`src/rtl/ps2_scancode_fifo_if.sv`:
```
`default_nettype none
// ============================================================================
//  Module      : ps2_scancode_fifo_if
//  Description : 32-bit WISHBONE-style register bus between CPU and keyboard
//                event buffer.
//  Revision    : 1.0 - initial release
// ============================================================================
interface ps2_scancode_fifo_if;
    logic        cs_i;
    logic        cyc_i;
    logic        stb_i;
    logic        we_i;
    logic [3:0]  sel_i;
    logic [31:0] adr_i;
    logic [31:0] dat_i;
    logic [31:0] dat_o;
    logic        ack_o;

    modport master (
        output cs_i, cyc_i, stb_i, we_i, sel_i, adr_i, dat_i,
        input  dat_o, ack_o
    );

    modport slave (
        input  cs_i, cyc_i, stb_i, we_i, sel_i, adr_i, dat_i,
        output dat_o, ack_o
    );
endinterface
`default_nettype wire

```
`src/rtl/ps2_scancode_fifo.sv`:
```
`default_nettype none
// ============================================================================
//  Module      : ps2_scancode_fifo
//  Description : Folds PS/2 E0/F0 prefixes into 16-bit key events, tracks
//                Shift/Ctrl/Alt and queues events for CPU readout.
//  Revision    : 1.0 - initial release
// ============================================================================
module ps2_scancode_fifo #(
    parameter int   FIFO_AW   = 4,
    parameter logic pAckStyle = 1'b0
) (
    input  logic               clk_i,
    input  logic               rst_i,
    input  logic               sc_valid_i,
    input  logic [7:0]         sc_i,
    input  logic               sc_perr_i,
    ps2_scancode_fifo_if.slave bus,
    output logic               irq
);

    localparam int c_DEPTH = 1 << FIFO_AW;

    localparam logic [1:0] S_IDLE    = 2'd0;
    localparam logic [1:0] S_EXT     = 2'd1;
    localparam logic [1:0] S_BRK     = 2'd2;
    localparam logic [1:0] S_EXT_BRK = 2'd3;

    localparam logic [7:0] c_PFX_EXT    = 8'hE0;
    localparam logic [7:0] c_PFX_BRK    = 8'hF0;
    localparam logic [7:0] c_KEY_LSHIFT = 8'h12;
    localparam logic [7:0] c_KEY_RSHIFT = 8'h59;
    localparam logic [7:0] c_KEY_CTRL   = 8'h14;
    localparam logic [7:0] c_KEY_ALT    = 8'h11;

    localparam logic [1:0] c_REG_DATA   = 2'd0;
    localparam logic [1:0] c_REG_STATUS = 2'd1;
    localparam logic [1:0] c_REG_CTRL   = 2'd2;
    localparam logic [1:0] c_REG_PEEK   = 2'd3;

    localparam logic [FIFO_AW-1:0] c_PTR_ONE = FIFO_AW'(1);
    localparam logic [FIFO_AW:0]   c_CNT_ONE = (FIFO_AW+1)'(1);

    // ------------------------------------------------------------------
    // State
    // ------------------------------------------------------------------
    logic [1:0]         r_state;
    logic               r_shift;
    logic               r_ctrl;
    logic               r_alt;
    logic               r_ovf;
    logic [7:0]         r_perr_cnt;
    logic               r_ien;
    logic [15:0]        r_mem [0:c_DEPTH-1];
    logic [FIFO_AW-1:0] r_wptr;
    logic [FIFO_AW-1:0] r_rptr;
    logic [FIFO_AW:0]   r_count;
    logic               r_sel_d;
    logic               r_ack;
    logic [31:0]        r_dat;

    // ------------------------------------------------------------------
    // Bus decode: side effects only on the first cycle of a selection
    // ------------------------------------------------------------------
    logic       w_sel;
    logic       w_sel_rise;
    logic [1:0] w_reg;
    logic       w_wr;
    logic       w_rd;
    logic       w_flush;
    logic       w_clr_err;
    logic       w_ctrl_wr;
    logic       w_pop;
    logic       w_empty;
    logic       w_full;

    assign w_sel      = bus.cs_i & bus.cyc_i & bus.stb_i;
    assign w_sel_rise = w_sel & ~r_sel_d;
    assign w_reg      = bus.adr_i[3:2];
    assign w_wr       = w_sel_rise & bus.we_i & bus.sel_i[0];
    assign w_rd       = w_sel_rise & ~bus.we_i;
    assign w_flush    = w_wr & (w_reg == c_REG_STATUS) & bus.dat_i[0];
    assign w_clr_err  = w_wr & (w_reg == c_REG_STATUS) & bus.dat_i[1];
    assign w_ctrl_wr  = w_wr & (w_reg == c_REG_CTRL);
    assign w_pop      = w_rd & (w_reg == c_REG_DATA) & ~w_empty;

    assign w_empty = (r_count == '0);
    assign w_full  = r_count[FIFO_AW];

    logic w_unused;
    assign w_unused = ^{bus.adr_i[31:4], bus.adr_i[1:0], bus.dat_i[31:2], bus.sel_i[3:1]};

    // ------------------------------------------------------------------
    // Prefix FSM
    // ------------------------------------------------------------------
    logic [1:0] w_state_nx;
    logic       w_emit;
    logic       w_is_pfx;
    logic       w_evt_brk;
    logic       w_evt_ext;

    assign w_is_pfx  = (sc_i == c_PFX_EXT) | (sc_i == c_PFX_BRK);
    assign w_evt_brk = (r_state == S_BRK) | (r_state == S_EXT_BRK);
    assign w_evt_ext = (r_state == S_EXT) | (r_state == S_EXT_BRK);

    always_comb begin
        w_state_nx = r_state;
        w_emit     = 1'b0;
        if (sc_valid_i) begin
            if (sc_perr_i) begin
                w_state_nx = S_IDLE;
            end else begin
                case (r_state)
                    S_IDLE: begin
                        if (sc_i == c_PFX_EXT) begin
                            w_state_nx = S_EXT;
                        end else if (sc_i == c_PFX_BRK) begin
                            w_state_nx = S_BRK;
                        end else begin
                            w_emit = 1'b1;
                        end
                    end
                    S_EXT: begin
                        if (sc_i == c_PFX_BRK) begin
                            w_state_nx = S_EXT_BRK;
                        end else if (sc_i == c_PFX_EXT) begin
                            w_state_nx = S_EXT;
                        end else begin
                            w_emit     = 1'b1;
                            w_state_nx = S_IDLE;
                        end
                    end
                    S_BRK: begin
                        if (w_is_pfx) begin
                            w_state_nx = S_EXT_BRK;
                        end else begin
                            w_emit     = 1'b1;
                            w_state_nx = S_IDLE;
                        end
                    end
                    default: begin
                        if (!w_is_pfx) begin
                            w_emit     = 1'b1;
                            w_state_nx = S_IDLE;
                        end
                    end
                endcase
            end
        end
        if (w_flush) begin
            w_state_nx = S_IDLE;
        end
    end

    // ------------------------------------------------------------------
    // Modifier tracking; the event carries the post-update state
    // ------------------------------------------------------------------
    logic w_shift_nx;
    logic w_ctrl_nx;
    logic w_alt_nx;

    always_comb begin
        w_shift_nx = r_shift;
        w_ctrl_nx  = r_ctrl;
        w_alt_nx   = r_alt;
        if (w_emit) begin
            if (!w_evt_ext && ((sc_i == c_KEY_LSHIFT) || (sc_i == c_KEY_RSHIFT))) begin
                w_shift_nx = ~w_evt_brk;
            end
            if (sc_i == c_KEY_CTRL) begin
                w_ctrl_nx = ~w_evt_brk;
            end
            if (sc_i == c_KEY_ALT) begin
                w_alt_nx = ~w_evt_brk;
            end
        end
    end

    logic [15:0] w_event;
    logic        w_push;
    logic        w_ovf_set;

    assign w_event   = {w_evt_brk, w_evt_ext, w_shift_nx, w_ctrl_nx, w_alt_nx, 3'b000, sc_i};
    // Fullness is judged before any same-cycle pop; a flush discards the event
    assign w_push    = w_emit & ~w_full & ~w_flush;
    assign w_ovf_set = w_emit &  w_full & ~w_flush;

    // ------------------------------------------------------------------
    // Control/status registers and FIFO pointers
    // ------------------------------------------------------------------
    always_ff @(posedge clk_i) begin
        if (rst_i) begin
            r_state    <= S_IDLE;
            r_shift    <= 1'b0;
            r_ctrl     <= 1'b0;
            r_alt      <= 1'b0;
            r_ovf      <= 1'b0;
            r_perr_cnt <= 8'h00;
            r_ien      <= 1'b0;
            r_wptr     <= '0;
            r_rptr     <= '0;
            r_count    <= '0;
        end else begin
            r_state <= w_state_nx;
            r_shift <= w_shift_nx;
            r_ctrl  <= w_ctrl_nx;
            r_alt   <= w_alt_nx;

            if (w_clr_err) begin
                r_ovf <= 1'b0;
            end
            if (w_ovf_set) begin
                r_ovf <= 1'b1;
            end

            if (w_clr_err) begin
                r_perr_cnt <= 8'h00;
            end else if (sc_valid_i && sc_perr_i && (r_perr_cnt != 8'hFF)) begin
                r_perr_cnt <= r_perr_cnt + 8'h01;
            end

            if (w_ctrl_wr) begin
                r_ien <= bus.dat_i[0];
            end

            if (w_flush) begin
                r_wptr  <= '0;
                r_rptr  <= '0;
                r_count <= '0;
            end else begin
                if (w_push) begin
                    r_wptr <= r_wptr + c_PTR_ONE;
                end
                if (w_pop) begin
                    r_rptr <= r_rptr + c_PTR_ONE;
                end
                case ({w_push, w_pop})
                    2'b10:   r_count <= r_count + c_CNT_ONE;
                    2'b01:   r_count <= r_count - c_CNT_ONE;
                    default: r_count <= r_count;
                endcase
            end
        end
    end

    always_ff @(posedge clk_i) begin
        if (w_push) begin
            r_mem[r_wptr] <= w_event;
        end
    end

    // ------------------------------------------------------------------
    // Read mux
    // ------------------------------------------------------------------
    logic [31:0] w_data_word;
    logic [31:0] w_status;
    logic [31:0] w_rdata;

    assign w_data_word = w_empty ? 32'h0000_0000 : {1'b1, 15'b0, r_mem[r_rptr]};

    always_comb begin
        w_status                = '0;
        w_status[FIFO_AW:0]     = r_count;
        w_status[8]             = w_empty;
        w_status[9]             = w_full;
        w_status[10]            = r_ovf;
        w_status[13:11]         = {r_shift, r_ctrl, r_alt};
        w_status[23:16]         = r_perr_cnt;
    end

    always_comb begin
        case (w_reg)
            c_REG_DATA:   w_rdata = w_data_word;
            c_REG_STATUS: w_rdata = w_status;
            c_REG_CTRL:   w_rdata = {31'b0, r_ien};
            c_REG_PEEK:   w_rdata = w_data_word;
            default:      w_rdata = 32'h0000_0000;
        endcase
    end

    // ------------------------------------------------------------------
    // Bus response; a selection spanning reset is treated as already seen
    // ------------------------------------------------------------------
    always_ff @(posedge clk_i) begin
        r_sel_d <= w_sel;
        if (rst_i) begin
            r_ack <= 1'b0;
            r_dat <= 32'h0000_0000;
        end else begin
            r_ack <= w_sel ? 1'b1 : pAckStyle;
            if (!w_sel) begin
                r_dat <= 32'h0000_0000;
            end else if (w_sel_rise) begin
                r_dat <= w_rdata;
            end
        end
    end

    assign bus.ack_o = r_ack;
    assign bus.dat_o = r_dat;
    assign irq       = r_ien & ~w_empty;

endmodule
`default_nettype wire
```
`src/flat_wrapper.sv`:
```
// flat-port wrapper written by rule: the top's interface ports become plain ports
module ps2_scancode_fifo_flat 
#(
    parameter int   FIFO_AW   = 4,
    parameter logic pAckStyle = 1'b0
)
  (clk_i, rst_i, sc_valid_i, sc_i, sc_perr_i, irq, bus_cs_i, bus_cyc_i, bus_stb_i, bus_we_i, bus_sel_i, bus_adr_i, bus_dat_i, bus_dat_o, bus_ack_o);
  ps2_scancode_fifo_if bus_i ();
  input  logic clk_i;
  input  logic rst_i;
  input  logic sc_valid_i;
  input  logic [7:0] sc_i;
  input  logic sc_perr_i;
  output logic irq;
  input wire logic [$bits(bus_i.cs_i)-1:0] bus_cs_i;
  input wire logic [$bits(bus_i.cyc_i)-1:0] bus_cyc_i;
  input wire logic [$bits(bus_i.stb_i)-1:0] bus_stb_i;
  input wire logic [$bits(bus_i.we_i)-1:0] bus_we_i;
  input wire logic [$bits(bus_i.sel_i)-1:0] bus_sel_i;
  input wire logic [$bits(bus_i.adr_i)-1:0] bus_adr_i;
  input wire logic [$bits(bus_i.dat_i)-1:0] bus_dat_i;
  output wire logic [$bits(bus_i.dat_o)-1:0] bus_dat_o;
  output wire logic [$bits(bus_i.ack_o)-1:0] bus_ack_o;
  assign bus_i.cs_i = bus_cs_i;
  assign bus_i.cyc_i = bus_cyc_i;
  assign bus_i.stb_i = bus_stb_i;
  assign bus_i.we_i = bus_we_i;
  assign bus_i.sel_i = bus_sel_i;
  assign bus_i.adr_i = bus_adr_i;
  assign bus_i.dat_i = bus_dat_i;
  assign bus_dat_o = bus_i.dat_o;
  assign bus_ack_o = bus_i.ack_o;
  ps2_scancode_fifo #(.FIFO_AW(FIFO_AW), .pAckStyle(pAckStyle)) u_core (.clk_i(clk_i), .rst_i(rst_i), .sc_valid_i(sc_valid_i), .sc_i(sc_i), .sc_perr_i(sc_perr_i), .bus(bus_i), .irq(irq));
endmodule
```
`config.mk`:
```
export PLATFORM = sky130hd
export DESIGN_NAME = ps2_scancode_fifo_flat
export DESIGN_NICKNAME = d
export VERILOG_FILES = /design/src/rtl/ps2_scancode_fifo_if.sv /design/src/rtl/ps2_scancode_fifo.sv /design/src/flat_wrapper.sv
export SDC_FILE = /design/constraint.sdc
export NUM_CORES = 1
export LEC_CHECK = 0
export CORE_MARGIN = 1.5
export CORE_UTILIZATION = 40
export DETAILED_ROUTE_END_ITERATION = 6
export SYNTH_ARGS = -nofsm -noshare
export SYNTH_HDL_FRONTEND = slang
export SYNTH_SLANG_ARGS = --single-unit
```
`constraint.sdc`:
```
create_clock -name clk_i -period 9.13 [get_ports clk_i]
set_input_delay 1.826 -clock clk_i [delete_from_list [all_inputs] [get_ports clk_i]]
set_output_delay 1.826 -clock clk_i [all_outputs]
set_load 0.005 [all_outputs]
```
==> implementation parameters <==
Parameter                              Value

Outcome
  Run status ... finished clean

Synthesis
  Async set or reset register ratio after synthesis ... 0
  Post-synthesis register bit count ... 267
  Cell types occupying the most area after synthesis ... sky130_fd_sc_hd__edfxtp_1 57%, sky130_fd_sc_hd__dfxtp_1 11%, sky130_fd_sc_hd__mux4_2 8.0%, sky130_fd_sc_hd__mux4_1 3.1%, sky130_fd_sc_hd__ha_1 1.9%
  Cell area after synthesis ... 10,900 sq um
  Sequential-to-total area share from yosys stat ... 0.679
  Avg Cell Area, Syn ... 16.0 sq um
  Synth warnings ... 0
  Number of flops mapped to enable cells by yosys ... 208
  Area share of the leading cell type in the synthesized netlist ... 0.571
  Distinct cell type count of the synthesized netlist ... 55
  Leading post-synthesis cells by instance count ... 208 x sky130_fd_sc_hd__edfxtp_1, 59 x sky130_fd_sc_hd__dfxtp_1, 51 x sky130_fd_sc_hd__nor2_1, 39 x sky130_fd_sc_hd__mux4_2, 35 x sky130_fd_sc_hd__nand2_1
  Cell with the most instances after synthesis ... sky130_fd_sc_hd__edfxtp_1
  Dominant synthesized flop cell ... sky130_fd_sc_hd__edfxtp_1
  Count of mapped cells out of synthesis ... 682
  Synth area leader ... sky130_fd_sc_hd__edfxtp_1

Die
  Die Ht ... 168 microns
  IO Pins ... 118
  Number of standard-cell rows in the floorplan ... 60
  Initial cell density of the core ... 0.407
  Core area ... 26,900 sq um
  Die Area ... 28,300 sq um
  Die width ... 168 microns

Setup path
  Largest fanout on the critical path ... 19
  Slowest Stage Delay on Critical Path ... 840 ps
  Required time of the worst setup path ... 9590 ps
  Worst path cell trace ... clkdlybuf4s50_1 -> and2b_2 -> a311oi_1 -> and2b_2 -> inv_1 -> ha_1 -> xor2_1 -> ha_1 -> a211o_1 -> a21oi_1 -> a211oi_1 -> or3_1 -> a21oi_1
  Critical path class ... in -> reg
  Critical Path Slowest Stage Cell ... sky130_fd_sc_hd__clkdlybuf4s50_1
  Largest delay contributor family on the critical path ... compound AO/OA/AOI/OAI gates
  Origin of the critical flop-to-flop path ... u_core.r_sel_d
  Capturing element type of the critical path ... register
  Buffer and inverter count on the worst path ... 2
  Setup slack, reg-to-reg ... 5020 ps
  Critical R2R Capture ... u_core.r_count[4]
  Number of logic stages on the critical path including buffering ... 13
  Worst EP arrival ... 5910 ps
  Startpoint types ... input port
  Worst reg-to-reg path cell count ... 10

Clock tree
  Post_cts resized ... 0
  Clk Latency, worst-skew pair ... 530 ps
  CTS Root Buffer Type ... sky130_fd_sc_hd__clkbuf_16
  CTS tree ... done
  Total number of clock tree sinks ... 267
  Post-CTS Setup Repair Bufs ... 0
  Hold bufs inserted after CTS ... 0
  H-tree depth ... 1
  Largest buffer count on any clock path ... 3
  Clock transition at path regs ... 60 ps
  Number of buffers created by CTS ... 27

Worst hold path
  Hold Crit Class ... reg -> reg
  Worst hold path cell count ... 2
  Worst Hold Path EP ... u_core.bus.dat_o[8]
  Hold Crit Start ... u_core.bus.dat_o[8]

STA
  Clock Skew ... 14.7 ps
  RSZ-0062 raised after global routing ... no
  Number of setup violations in the final report ... 0
  Transition time at the pin with the least slew margin ... 1100 ps
  Total count of max-transition violations in the final report ... 0
  Hold WS ... 463 ps
  Final Hold Fails ... 0
  FMAX ... 184 MHz
  Share of the clock period used by the worst path after layout ... 0.596
  Max_slew headroom ... 0.263
  Min Clock Period, post-route ... 5440 ps
  Setup_tns ... 0 ps

Final layout
  Fill count ... 2,269
  Fraction of layout cells with a size suffix above 1 ... 0.177
  Number of diodes added for antenna fixing ... 0
  Finished Layout Cells ... 1,097
  Nets@finish ... 837
  Area added between synthesis and finish ... 16.0%

Detailed routing
  Total via count after detailed routing ... 5,976
  DRC viols ... 0
  Count of TritonRoute iterations in the first routing pass ... 5
  Total Wirelength ... 23,600 microns
  Mean number of vias per cell ... 5.45
  Wire length per cell after detailed routing ... 21.5 microns
  Detailed router's first-iteration violation count ... 537
  Count of nets left with antenna violations after detail routing ... 0

Placed design
  Buffers added on ports ... 47
  Number of placed cells counting well taps ... 1,048
  Routability Congestion ... 0.786
  Detailed Place HPWL ... 14,400 microns

Global routing
  Global-route wire length before repair ... 35,900 microns
  Total routing resource utilization after global routing ... 0.168
  Number of antenna violations at the first check in global routing ... 1
  Via count of the first global-routing pass ... 6,122
  Maximum number of pins on one net before global-route repair ... 53
  Grt ovf ... 0

Power
  Logic pwr share ... 0.028
  Switching component of the power ... 0.000493 W
  Total internal power ... 0.00199 W
  Fraction of power consumed by the clock network ... 0.442
  Worst-case vdd ir drop ... 151 uV
  Total power ... 0.00248 W
  Leakage ... 4.14 nW
  Sequential share of power ... 0.530
  Proportion of total power due to net switching ... 0.198
  Cell area power density ... 196 nW/um^2

Run
  Max-cap violations ... 0
[cells by family after synthesis]
kind of cell	synth area share
AOI/OAI and AO/OA	0.0430
xor gates and xnor gates	0.0112
adders and majority gates	0.0195
buffers and inverters	0.0254
DFF	0.679
muxes	0.138
other	0.000343
and+or+nand+nor	0.0830
[flip-flops by register name, indices dropped and copies added, names as in the netlist, named ones only]
name and cells:
u_core.bus.ack_o 1, u_core.bus.dat_o 25, u_core.r_alt 1, u_core.r_count 5, u_core.r_ctrl 1, u_core.r_ien 1
u_core.r_mem 208, u_core.r_ovf 1, u_core.r_perr_cnt 8, u_core.r_rptr 4, u_core.r_sel_d 1, u_core.r_shift 1
u_core.r_state 2, u_core.r_wptr 4
[area by class of cell]
type	count	area [sq um]	area share
clock buffer	38	782	0.0616
clock inverter	11	113	0.00888
inverter	17	63.8	0.00503
multi-input combinational	365	3320	0.261
sequential	267	7430	0.586
tap	341	427	0.0336
timing repair buffer	58	553	0.0436
[cells in the final DEF, fill, tap and decap left out, types with 4 or more instances in the layout]
cell type	instances
sky130_fd_sc_hd__ha_1	17
sky130_fd_sc_hd__mux4_1	13
sky130_fd_sc_hd__nor2_2	12
sky130_fd_sc_hd__nor2b_1	9
sky130_fd_sc_hd__and2_1	4
sky130_fd_sc_hd__mux2_2	11
sky130_fd_sc_hd__nand2_1	35
sky130_fd_sc_hd__o31ai_1	4
sky130_fd_sc_hd__buf_4	11
sky130_fd_sc_hd__clkinv_2	4
sky130_fd_sc_hd__nor3_1	8
sky130_fd_sc_hd__mux4_2	39
sky130_fd_sc_hd__clkbuf_16	28
sky130_fd_sc_hd__conb_1	7
sky130_fd_sc_hd__or3_1	5
sky130_fd_sc_hd__nor2_1	39
sky130_fd_sc_hd__xor2_1	8
sky130_fd_sc_hd__xnor2_1	6
sky130_fd_sc_hd__nor4_1	4
sky130_fd_sc_hd__clkdlybuf4s50_1	47
sky130_fd_sc_hd__mux2i_1	15
sky130_fd_sc_hd__a21oi_1	23
sky130_fd_sc_hd__nand3_1	13
sky130_fd_sc_hd__nand2b_1	11
sky130_fd_sc_hd__dfxtp_1	57
sky130_fd_sc_hd__clkbuf_8	4
sky130_fd_sc_hd__nand3b_1	7
sky130_fd_sc_hd__a221oi_1	4
sky130_fd_sc_hd__o21ai_0	15
sky130_fd_sc_hd__inv_1	17
sky130_fd_sc_hd__edfxtp_1	208
sky130_fd_sc_hd__a22oi_1	13
[how the worst max path moves through the flow]
| stage | start | slack, ps | endpoint |
|---|---|---|---|
| floorplan | sc_i[1] | 4480 | u_core.r_count[4] |
| global placement | sc_i[1] | 3290 | u_core.r_count[4] |
| detailed placement | sc_i[1] | 3200 | u_core.r_count[4] |
| CTS | sc_i[1] | 3730 | u_core.r_count[4] |
| global route | sc_i[1] | 3470 | u_core.r_count[4] |
| finish | sc_i[1] | 3690 | u_core.r_count[4] |
[per-layer routing]
layer / part of all wire / global-route usage / up-vias / wire length, microns
met1: 0.44 / 0.222 / 3018 / 10300
met5: 0.00047 / 0 / - / 11
met2: 0.49 / 0.288 / 176 / 11500
li1: - / - / 2738 / -
met4: 0.020 / 0.0419 / 2 / 477
met3: 0.057 / 0.0317 / 42 / 1350
[worst register-to-register path: cells and delay by family, from the launching register on]
kind | cells | cell delay (ps)
and+or+nand+nor | 2 | 990
xor gates and xnor gates | 1 | 110
adders and majority gates | 2 | 750
AOI/OAI and AO/OA | 5 | 1620
DFF | 1 | 580
[per-stage QoR]
stage	instance area [sq um]	util	setup WS, ps
floorplan	11000	-	4480
global placement	11800	0.439	3290
detailed placement	11800	0.439	3200
CTS	12700	0.472	3730
global route	12700	0.472	3470
finish	12700	0.472	3690
[power groups by stage]
stage	clock network (W)	registers, W	logic, W
floorplan	0	0.00134	0.0000378
global placement	0	0.00134	0.0000664
detailed placement	0	0.00134	0.0000695
CTS	0.00112	0.00132	0.0000700
global route	0.00116	0.00132	0.0000764
finish	0.00110	0.00132	0.0000698
No activity file was read; power rests on OpenSTA's default activity.
